`src/rtl/bank_isu_credit_ctrl.sv`:
```
// Per-channel read-credit controller for the bank issue queue: grants credits to
// entries at enqueue or later, oldest-first from the queue bottom pointer.
module bank_isu_credit_ctrl #(
  parameter int CHANNEL_NUM        = 4,
  parameter int CH_ID_WIDTH        = 2,
  parameter int PTR_WIDTH          = 4,
  parameter int DEPTH              = 1 << PTR_WIDTH,
  parameter int CREDIT_MAX         = 8,
  parameter int CREDIT_WIDTH       = 4,
  parameter int WRITE_NEEDS_CREDIT = 0
) (
  input  logic                                 clk,
  input  logic                                 rst_n,
  input  logic                                 iq_enqueue,
  input  logic [PTR_WIDTH-1:0]                 iq_write_ptr,
  input  logic                                 htu_op_is_read,
  input  logic [CH_ID_WIDTH-1:0]               htu_ch_id,
  input  logic [PTR_WIDTH-1:0]                 iq_bottom_ptr,
  input  logic [DEPTH-1:0]                     iq_valid_array,
  input  logic [DEPTH*CH_ID_WIDTH-1:0]         ch_id_array,
  input  logic                                 iq_dequeue,
  input  logic [PTR_WIDTH-1:0]                 iq_dequeue_ptr,
  input  logic                                 iq_flush,
  input  logic [PTR_WIDTH-1:0]                 iq_flush_ptr,
  input  logic [CHANNEL_NUM-1:0]               channels_credit_release,
  output logic [DEPTH-1:0]                     credit_allow_array,
  output logic [CHANNEL_NUM*CREDIT_WIDTH-1:0]  channels_credit_num,
  output logic [CHANNEL_NUM*(PTR_WIDTH+1)-1:0] channels_pending_num,
  output logic                                 credit_err
);

  localparam int PW  = PTR_WIDTH + 1;
  localparam int CW2 = CREDIT_WIDTH + 2;
  localparam int PW2 = PTR_WIDTH + 3;

  logic [DEPTH-1:0]        allow_q, allow_d, need_q, need_d;
  logic [CREDIT_WIDTH-1:0] credit_q  [CHANNEL_NUM];
  logic [CREDIT_WIDTH-1:0] credit_d  [CHANNEL_NUM];
  logic [PW-1:0]           pending_q [CHANNEL_NUM];
  logic [PW-1:0]           pending_d [CHANNEL_NUM];
  logic                    err_q, err_d;

  logic [CHANNEL_NUM-1:0]  pgnt;
  logic [PTR_WIDTH-1:0]    pgnt_idx [CHANNEL_NUM];
  logic [CHANNEL_NUM-1:0]  grant_err;
  logic                    need_in, direct_any;
  logic [CH_ID_WIDTH-1:0]  fl_ch;

  assign need_in = htu_op_is_read | (WRITE_NEEDS_CREDIT != 0);
  assign fl_ch   = ch_id_array[int'(iq_flush_ptr)*CH_ID_WIDTH +: CH_ID_WIDTH];

  // Pending grant search, driven only by registered state so an entry enqueued
  // this cycle can never be picked before its need bit is stored.
  always_comb begin
    for (int c = 0; c < CHANNEL_NUM; c++) begin
      logic                 want, found;
      logic [PTR_WIDTH-1:0] p;
      want        = (credit_q[c] != '0) && (pending_q[c] != '0);
      found       = 1'b0;
      pgnt_idx[c] = '0;
      for (int k = 0; k < DEPTH; k++) begin
        p = iq_bottom_ptr + PTR_WIDTH'(k);
        if (!found && iq_valid_array[p] && need_q[p] && !allow_q[p] &&
            ch_id_array[int'(p)*CH_ID_WIDTH +: CH_ID_WIDTH] == CH_ID_WIDTH'(c) &&
            !(iq_flush && iq_flush_ptr == p)) begin
          found       = 1'b1;
          pgnt_idx[c] = p;
        end
      end
      pgnt[c]      = want && found;
      grant_err[c] = want && !found;
    end
  end

  // Counter arithmetic: every event for a channel nets in a single sum.
  always_comb begin
    err_d      = err_q | (|grant_err);
    direct_any = 1'b0;
    for (int c = 0; c < CHANNEL_NUM; c++) begin
      logic           enq_hit, direct, enq_pend, fl_ret, fl_pend;
      logic [CW2-1:0] csum;
      logic [PW2-1:0] padd, psub;
      enq_hit  = iq_enqueue && need_in && (htu_ch_id == CH_ID_WIDTH'(c));
      direct   = enq_hit && (credit_q[c] != '0) && (pending_q[c] == '0);
      enq_pend = enq_hit && !direct;
      fl_ret   = iq_flush && need_q[iq_flush_ptr] && allow_q[iq_flush_ptr] &&
                 (fl_ch == CH_ID_WIDTH'(c));
      fl_pend  = iq_flush && need_q[iq_flush_ptr] && !allow_q[iq_flush_ptr] &&
                 (fl_ch == CH_ID_WIDTH'(c));
      direct_any = direct_any | direct;

      csum = CW2'(credit_q[c]) - CW2'(pgnt[c] | direct) +
             CW2'(channels_credit_release[c]) + CW2'(fl_ret);
      if (csum > CW2'(CREDIT_MAX)) begin
        credit_d[c] = CREDIT_WIDTH'(CREDIT_MAX);
        err_d       = 1'b1;
      end else begin
        credit_d[c] = csum[CREDIT_WIDTH-1:0];
      end

      padd = PW2'(pending_q[c]) + PW2'(enq_pend);
      psub = PW2'(pgnt[c]) + PW2'(fl_pend);
      if (psub > padd) begin
        pending_d[c] = '0;
        err_d        = 1'b1;
      end else begin
        pending_d[c] = PW'(padd - psub);
      end
    end
  end

  // Entry bits: grant set < enqueue write < dequeue/flush clear.
  always_comb begin
    allow_d = allow_q;
    need_d  = need_q;
    for (int c = 0; c < CHANNEL_NUM; c++) begin
      if (pgnt[c]) allow_d[pgnt_idx[c]] = 1'b1;
    end
    if (iq_enqueue) begin
      allow_d[iq_write_ptr] = !need_in || direct_any;
      need_d[iq_write_ptr]  = need_in;
    end
    if (iq_dequeue) begin
      allow_d[iq_dequeue_ptr] = 1'b0;
      need_d[iq_dequeue_ptr]  = 1'b0;
    end
    if (iq_flush) begin
      allow_d[iq_flush_ptr] = 1'b0;
      need_d[iq_flush_ptr]  = 1'b0;
    end
  end

  always_ff @(posedge clk or negedge rst_n) begin
    if (!rst_n) begin
      allow_q <= '0;
      need_q  <= '0;
      err_q   <= 1'b0;
      for (int c = 0; c < CHANNEL_NUM; c++) begin
        credit_q[c]  <= CREDIT_WIDTH'(CREDIT_MAX);
        pending_q[c] <= '0;
      end
    end else begin
      allow_q <= allow_d;
      need_q  <= need_d;
      err_q   <= err_d;
      for (int c = 0; c < CHANNEL_NUM; c++) begin
        credit_q[c]  <= credit_d[c];
        pending_q[c] <= pending_d[c];
      end
    end
  end

  assign credit_allow_array = allow_q;
  assign credit_err         = err_q;

  for (genvar c = 0; c < CHANNEL_NUM; c++) begin : g_pack
    assign channels_credit_num[c*CREDIT_WIDTH +: CREDIT_WIDTH] = credit_q[c];
    assign channels_pending_num[c*PW +: PW]                    = pending_q[c];
  end

endmodule

```
`config.mk`:
```
export PLATFORM = sky130hd
export DESIGN_NAME = bank_isu_credit_ctrl
export DESIGN_NICKNAME = d
export VERILOG_FILES = /design/src/rtl/bank_isu_credit_ctrl.sv
export SDC_FILE = /design/constraint.sdc
export NUM_CORES = 1
export LEC_CHECK = 0
export CORE_UTILIZATION = 50
export CTS_CLUSTER_DIAMETER = 60
export DETAILED_ROUTE_END_ITERATION = 16
export HOLD_SLACK_MARGIN = 0.15
export PLACE_DENSITY = 0.71
export SLEW_MARGIN = 10
export SYNTH_ARGS = -nofsm -noshare
export SYNTH_HDL_FRONTEND = slang
export SYNTH_SLANG_ARGS = --single-unit
export TNS_END_PERCENT = 10
```
`constraint.sdc`:
```
create_clock -name clk -period 6.5 [get_ports clk]
set_input_delay 1.3 -clock clk [delete_from_list [all_inputs] [get_ports clk]]
set_output_delay 1.3 -clock clk [all_outputs]
set_load 0.02 [all_outputs]
```
### Yosys cells after proc, flatten, opt, wreduce, memory -nomap -nowiden

Cells that the tools add are included.

| word-level totals | value |
|---|---|
| register bits after elaboration | 69 |
| bits of input ports | 76 |
| word-level logic and storage cells | 970 |
| output and inout port bits | 53 |

| operators by class | value |
|---|---|
| shift operators | 17 |
| magnitude comparators | 38 |
| equal/unequal tests | 70 |
| bitwise gates (word level) | 18 |
| multiplexer cells | 270 |
| add/subtract/negate cells | 39 |
| reductions and logical operators | 507 |

Operator list:

| cell | number |
|---|---|
| 32-bit by 6-bit indexed part select with 2-bit output | 17 |
| 1-bit logical AND | 373 |
| 4-bit 2-to-1 mux | 68 |
| 1-bit binary-select mux with 4-bit select | 50 |
| 16-bit 2-to-1 mux | 10 |
| 1-bit 2-to-1 mux | 129 |
| 4-bit by 5-bit less-than comparator with 1-bit output (second input constant) | 23 |
| 1-bit zero test | 102 |
| 2-bit equality test (second input constant) | 36 |
| 16-bit AND | 4 |
| 4-bit equality test | 16 |
| 16-bit OR | 4 |
| 2-bit by 1-bit equality test with 1-bit output (second input constant) | 18 |
| 2-bit zero test | 18 |
| 4-bit adder (second input constant) | 8 |
| 16-bit bitwise mux | 2 |
| 16-bit inverter | 2 |
| 1-bit demux with 4-bit select | 7 |
| 4-bit by 1-bit >= comparator with 1-bit output (second input constant) | 7 |
| 5-bit by 1-bit adder with 6-bit output | 4 |
| 5-bit by 2-bit adder with 6-bit output | 4 |
| 6-bit by 1-bit adder with 6-bit output | 4 |
| 2-bit by 6-bit greater-than comparator with 1-bit output | 4 |
| 6-bit by 4-bit greater-than comparator with 1-bit output (second input constant) | 4 |
| other kinds (13) | 45 |

### Depth between registers and ports, before layout

| depth | value |
|---|---|
| depth after elaboration | 130 |
| gate-level depth with buffers | 35 |
| depth with buffers taken out | 24 |

### Worst setup path before layout

No wires, ideal clock.

| path | value |
|---|---|
| kind | input to register |
| from | in iq_bottom_ptr[1] |
| to | reg err_q, in the netlist credit_err |
| path buffers | 10 |
| data arrival time | 8.230 ns |
| setup time | 0.134 ns |
| path slack | -1.863 ns |
| stages on the path | 32 |
| required time | 6.366 ns |
| cells stage by stage | buf_2 > buf_4 > buf_4 > buf_2 > clkbuf_1 > clkinv_1 > ha_1 > buf_6 > buf_12 > mux4_1 > mux2_2 > o22a_1 > buf_4 > or3b_1 > clkbuf_1 > nand4_1 > buf_2 > nor3_1 > and3b_1 > nand2b_1 > nand2_1 > ha_1 > fa_1 > nor3_1 > a21oi_1 > a21oi_1 > o21ai_0 > or4b_2 > a21oi_1 > nand4_1 > a41oi_1 > o211ai_1 |

| between the ends | value |
|---|---|
| longest elaborated chain between the ends | 126 |
| elaborated cells on any way between the ends | 739 |
| those cells by class | 31 x add/sub; 8 x order compare; 64 x eq/ne; 16 x shift; 168 x mux; 5 x bitwise; 447 x reduce/logical |

RTL lines:

| item | line | source |
|---|---|---|
| start, declared | 18 | `input logic [PTR_WIDTH-1:0] iq_bottom_ptr,` |
| branches (longest 125 deep; another with 4-bit by 1-bit adder with 4-bit output) | -- |  |
| 1-bit 2-to-1 mux * | 103 | `if (psub > padd) begin` |
| named net err_d | 41 | `logic err_q, err_d;` |
| end signal, assigned | 145 | `err_q <= err_d;` |
| end, declared | 41 |  |

Mark *: on every way through the listed nets, which the timed path passes. The select of a mux whose other input is x is not followed.

### Worst setup path in the final report

| path | value |
|---|---|
| from | in iq_valid_array[3] |
| to | reg err_q, in the netlist credit_err |

| between the ends | value |
|---|---|
| longest elaborated chain between the ends | 126 |
| elaborated cells on any way between the ends | 516 |
| those cells by class | 16 x add/sub; 8 x order compare; 104 x mux; 5 x bitwise; 383 x reduce/logical |

RTL lines:

| item | line | source |
|---|---|---|
| start, declared | 19 | `input logic [DEPTH-1:0] iq_valid_array,` |
| 1-bit binary-select mux with 4-bit select | 63 | `if (!found && iq_valid_array[p] && need_q[p] && !allow_q[p] &&` |
| 1-bit 2-to-1 mux (implied by the code) | 63 |  |
| 1-bit logical AND (3 in series) | 63 |  |
| 1-bit logical AND | 64 | `ch_id_array[int'(p)*CH_ID_WIDTH +: CH_ID_WIDTH] == CH_ID_WIDTH'(c) &&` |
| 1-bit 2-to-1 mux | 63 |  |
| 1-bit zero test | 63 |  |
| 1-bit logical AND (4 in series) | 63 |  |
| 1-bit logical AND | 64 |  |
| [... 106 more ...] | -- |  |
| 1-bit 2-to-1 mux | 103 |  |
| 1-bit 2-to-1 mux | 94 | `if (csum > CW2'(CREDIT_MAX)) begin` |
| 1-bit 2-to-1 mux | 103 |  |
| 1-bit 2-to-1 mux | 94 |  |
| 1-bit 2-to-1 mux | 103 |  |
| 1-bit 2-to-1 mux | 94 |  |
| 1-bit 2-to-1 mux * | 103 |  |
| named net err_d | 41 |  |

Mark *: on every way through the listed nets, which the timed path passes. The rest lies on a longest branch. The select of a mux whose other input is x is not followed.

==> results.yml <==
run_status:
  status: "finished clean"
routing:
  via_per_inst: 7.08
  antenna_left: 0
  wl_um: 73800
  drc: 0
  drt_iter0_markers: 3257
  wl_per_cell_um: 26.6
  via_count: 19600
  dr.pass1.iters: 7
setup_path:
  crit_arrival_ns: 6.72
  r2r-start: "credit_allow_array[0]$_DFF_PN0_"
  start_kind: "input port"
  ff2ff_path_depth: 22
  cpMaxStageDelayCell: "clkdlybuf4s50_1"
  r2r-end: "credit_err$_DFF_PN0_"
  cpPeakStageDelay_ns: 0.56
  critPathKind: "in -> reg"
  startpoint: "iq_valid_array[3]"
  critical_path_required_ns: 6.72
  cp-end-kind: "flip-flop"
  reg2reg_slack_ns: 0.92
  path_max_fanout: 4
  path_cells: "clkdlybuf4s50_1 -> nand3b_1 -> mux4_1 -> mux2_2 -> o22a_1 -> buf_4 -> or3b_4 -> nand4_1 -> nor3_4 -> and3b_2 -> nand2b_4 -> nand2_4 -> ha_4 -> fa_2 -> nor3_4 -> a21oi_2 -> a21oi_1 -> o21ai_1 -> or4b_4 -> a21oi_4 -> nand4_1 -> a41oi_2 -> o211ai_1"
placement:
  place_hpwl_um: 58700
  io_buffers: 128
  routabilityCongestion: 1.11
  dp.cells: 2730
synth:
  yosysWarnings: 0
  synthCells: 1868
  async_reset_ff_share_pct: 100
  muxShareOfSynthArea_pct: 21.3
  synthAdderAreaFrac_pct: 4.99
  synth.distinct_cells: 116
  synth_edf_count: 0
  ys.flop_type: "dfrtp_1"
  synth_top_area_share_pct: 11.1
  synth_top_family_by_area: "simple AND/OR/NAND/NOR gates"
  synth_compound_area_share_pct: 24.0
  synth.avg_cell_area_sq_um: 8.03
  synth-seq-area-share_pct: 11.5
  synth_area_sq_um: 15000
  yosysTopAreaCell: "mux4_2"
  synth_xor_area_share_pct: 3.84
  ys_ff_latch: 69
  synth_area_leaders: "mux4_2 11%, dfrtp_1 11%, mux2i_1 4.7%"
  syn_nets: 1999
  synthSimpleGateAreaFrac_pct: 28.9
global_route:
  antenna_found_initial: 1
  grt_pass1_vias: 18600
  grt_max_degree: 70
  track_usage_pct: 46.7
  grt_pass1_wl_um: 109000
  grt-ovfl-total: 0
cells_and_area:
  nets: 2507
  instances_no_fill: 2771
  syn_to_final_growth_pct: 39.2
  antenna-diode-count: 0
  drive_above_1_share_pct: 32.5
  finish.utilization_pct: 70.6
sta:
  fin_crit_sh_pct: 100
  finalHoldViolCount: 0
  slew_headroom_pct: 36.3
  period_needed_ns: 6.50
  clock_skew_ns: 0.00570
  maxSlewViolCount: 0
  max_freq_mhz: 154
  rsz0062_at_grt: "yes"
  final-setup-viol-count: 0
  tightest_slew_ns: 0.955
  hold-worst-slack_ns: 0.624
min_path:
  hold_class: "reg -> reg"
  hold_path_end: "channels_pending_num[3]$_DFF_PN0_"
  hold_depth: 2
  worstHoldStart: "channels_pending_num[3]$_DFF_PN0_"
die:
  num_rows: 63
  die_h_um: 175
  core_area_sq_um: 29600
  die_area_sq_um: 30700
  die_x_um: 175
  ios: 129
  start_util_pct: 50.7
pwr:
  vdd_drop_max_uv: 215
  p_leak_nw: 8.70
  finalPower_mw: 5.72
  power_density_nw_per_um2: 274
cts:
  cts_buffers: 9
  cts.reportedPaths.clkPinSlew_ns: 0.06
  root_buffer: "clkbuf_16"
  cts_max_path_buffers: 2
  clk_latency_ns: 0.35
  cts_tree: "done"
  cts.htree.levels: 3
  cts.sinks: 69
run:
  cap_violations: 0
[layer usage]
layer | routed length (um) | vias up | global-route usage (%)
met5 | 13 | - | 0
met4 | 4660 | 2 | 24.8
met3 | 9590 | 394 | 11.0
met2 | 32100 | 1617 | 71.5
met1 | 27500 | 9296 | 60.8
li1 | - | 8320 | -
[cell usage after synthesis, drive strengths merged (33+ instances only)]
cell type / count
o22ai: 39
ha: 47
nor2b: 35
nor2: 160
and2: 33
nand3b: 46
xnor2: 34
inv: 69
nor3: 67
nand3: 91
buf: 50
dfrtp: 65
mux2: 43
o21ai: 81
a21oi: 84
clkbuf: 54
nand2: 154
nand2b: 34
mux4: 87
mux2i: 70
[how the worst max path moves through the flow]
stage,depth (start not counted),slack (ns),to
floorplan,33,-0.71,credit_err$_DFF_PN0_
global placement,22,-0.38,credit_err$_DFF_PN0_
detailed placement,21,-0.67,credit_err$_DFF_PN0_
CTS,28,0.004,credit_err$_DFF_PN0_
global route,28,-0.07,credit_err$_DFF_PN0_
finish,23,0.0004,credit_err$_DFF_PN0_
[state kept, by name (all words and copies together) (netlist names)]
name / flops
credit_err: 1
credit_allow_array: 16
channels_credit_num: 16
need_q: 16
channels_pending_num: 20
[per-stage QoR]
| stage | instance area (sq um) | setup slack, ns | setup TNS (ns) |
|---|---|---|---|
| final | 20900 | 0.000449 | 0 |
| after global routing | 20900 | -0.0720 | -0.0720 |
| after CTS | 20400 | 0.00447 | 0 |
| after detailed placement | 19900 | -0.667 | -0.967 |
| after global placement | 19900 | -0.379 | -0.384 |
| after floorplan | 15300 | -0.708 | -2.15 |
[critical path: cells and delay by family]
kind	cells	cell delay, ns
adder cells (fa/ha/maj)	2	0.59
AO/OA/AOI/OAI	7	1.00
AND/OR/NAND/NOR	10	2.23
buffers and inverters	2	0.72
multiplexers	2	0.86
[power by group]
group          total (mW)  internal [mW]  switching [mW]
registers           0.909          0.602           0.307
clock network       0.553          0.338           0.215
logic                4.26           2.00            2.26
[logic make-up (layout without fill, tap and decap cells)]
group / after synthesis / in the layout
AND/OR/NAND/NOR: 808 / 808
AO/OA/AOI/OAI: 499 / 499
multiplexers: 200 / 200
buffers and inverters: 177 / 690
flip-flops: 69 / 69
XOR/XNOR: 60 / 60
adder cells (fa/ha/maj): 55 / 55
[layout by cell type (no fill, tap or decap), types with 33 or more instances in the layout]
cell type        synthesis  final
nand2_1                154    151
nor3_1                  66     61
buf_4                   10    452
inv_1                   67     63
mux4_2                  74     84
nor2_1                 160    159
o22ai_1                 39     38
nand3_1                 90     89
ha_1                    47     39
a21oi_1                 83     79
dfrtp_1                 65     65
nand3b_1                46     46
nand2b_1                34     33
clkdlybuf4s50_1          0    110
o21ai_0                 72     66
mux2i_1                 70     59
mux2_2                  43     40
[timing repair]
action,4_1_cts,5_1_grt
setup endpoints to repair,1,1
gates cloned,1,0
pin swaps,8,37
resized for setup,49,75
buffers inserted,5,20
hold buffers,0,0
[area by class of cell]
class	count	area [sq um]
multi-input combinational	1622	13000
fill	2323	8690
timing repair buffer	601	5020
sequential	69	1730
tap	390	488
inverter	73	295
clock buffer	9	225
clock inverter	7	97.6
Note: power is estimated with default switching activity, not from simulation.
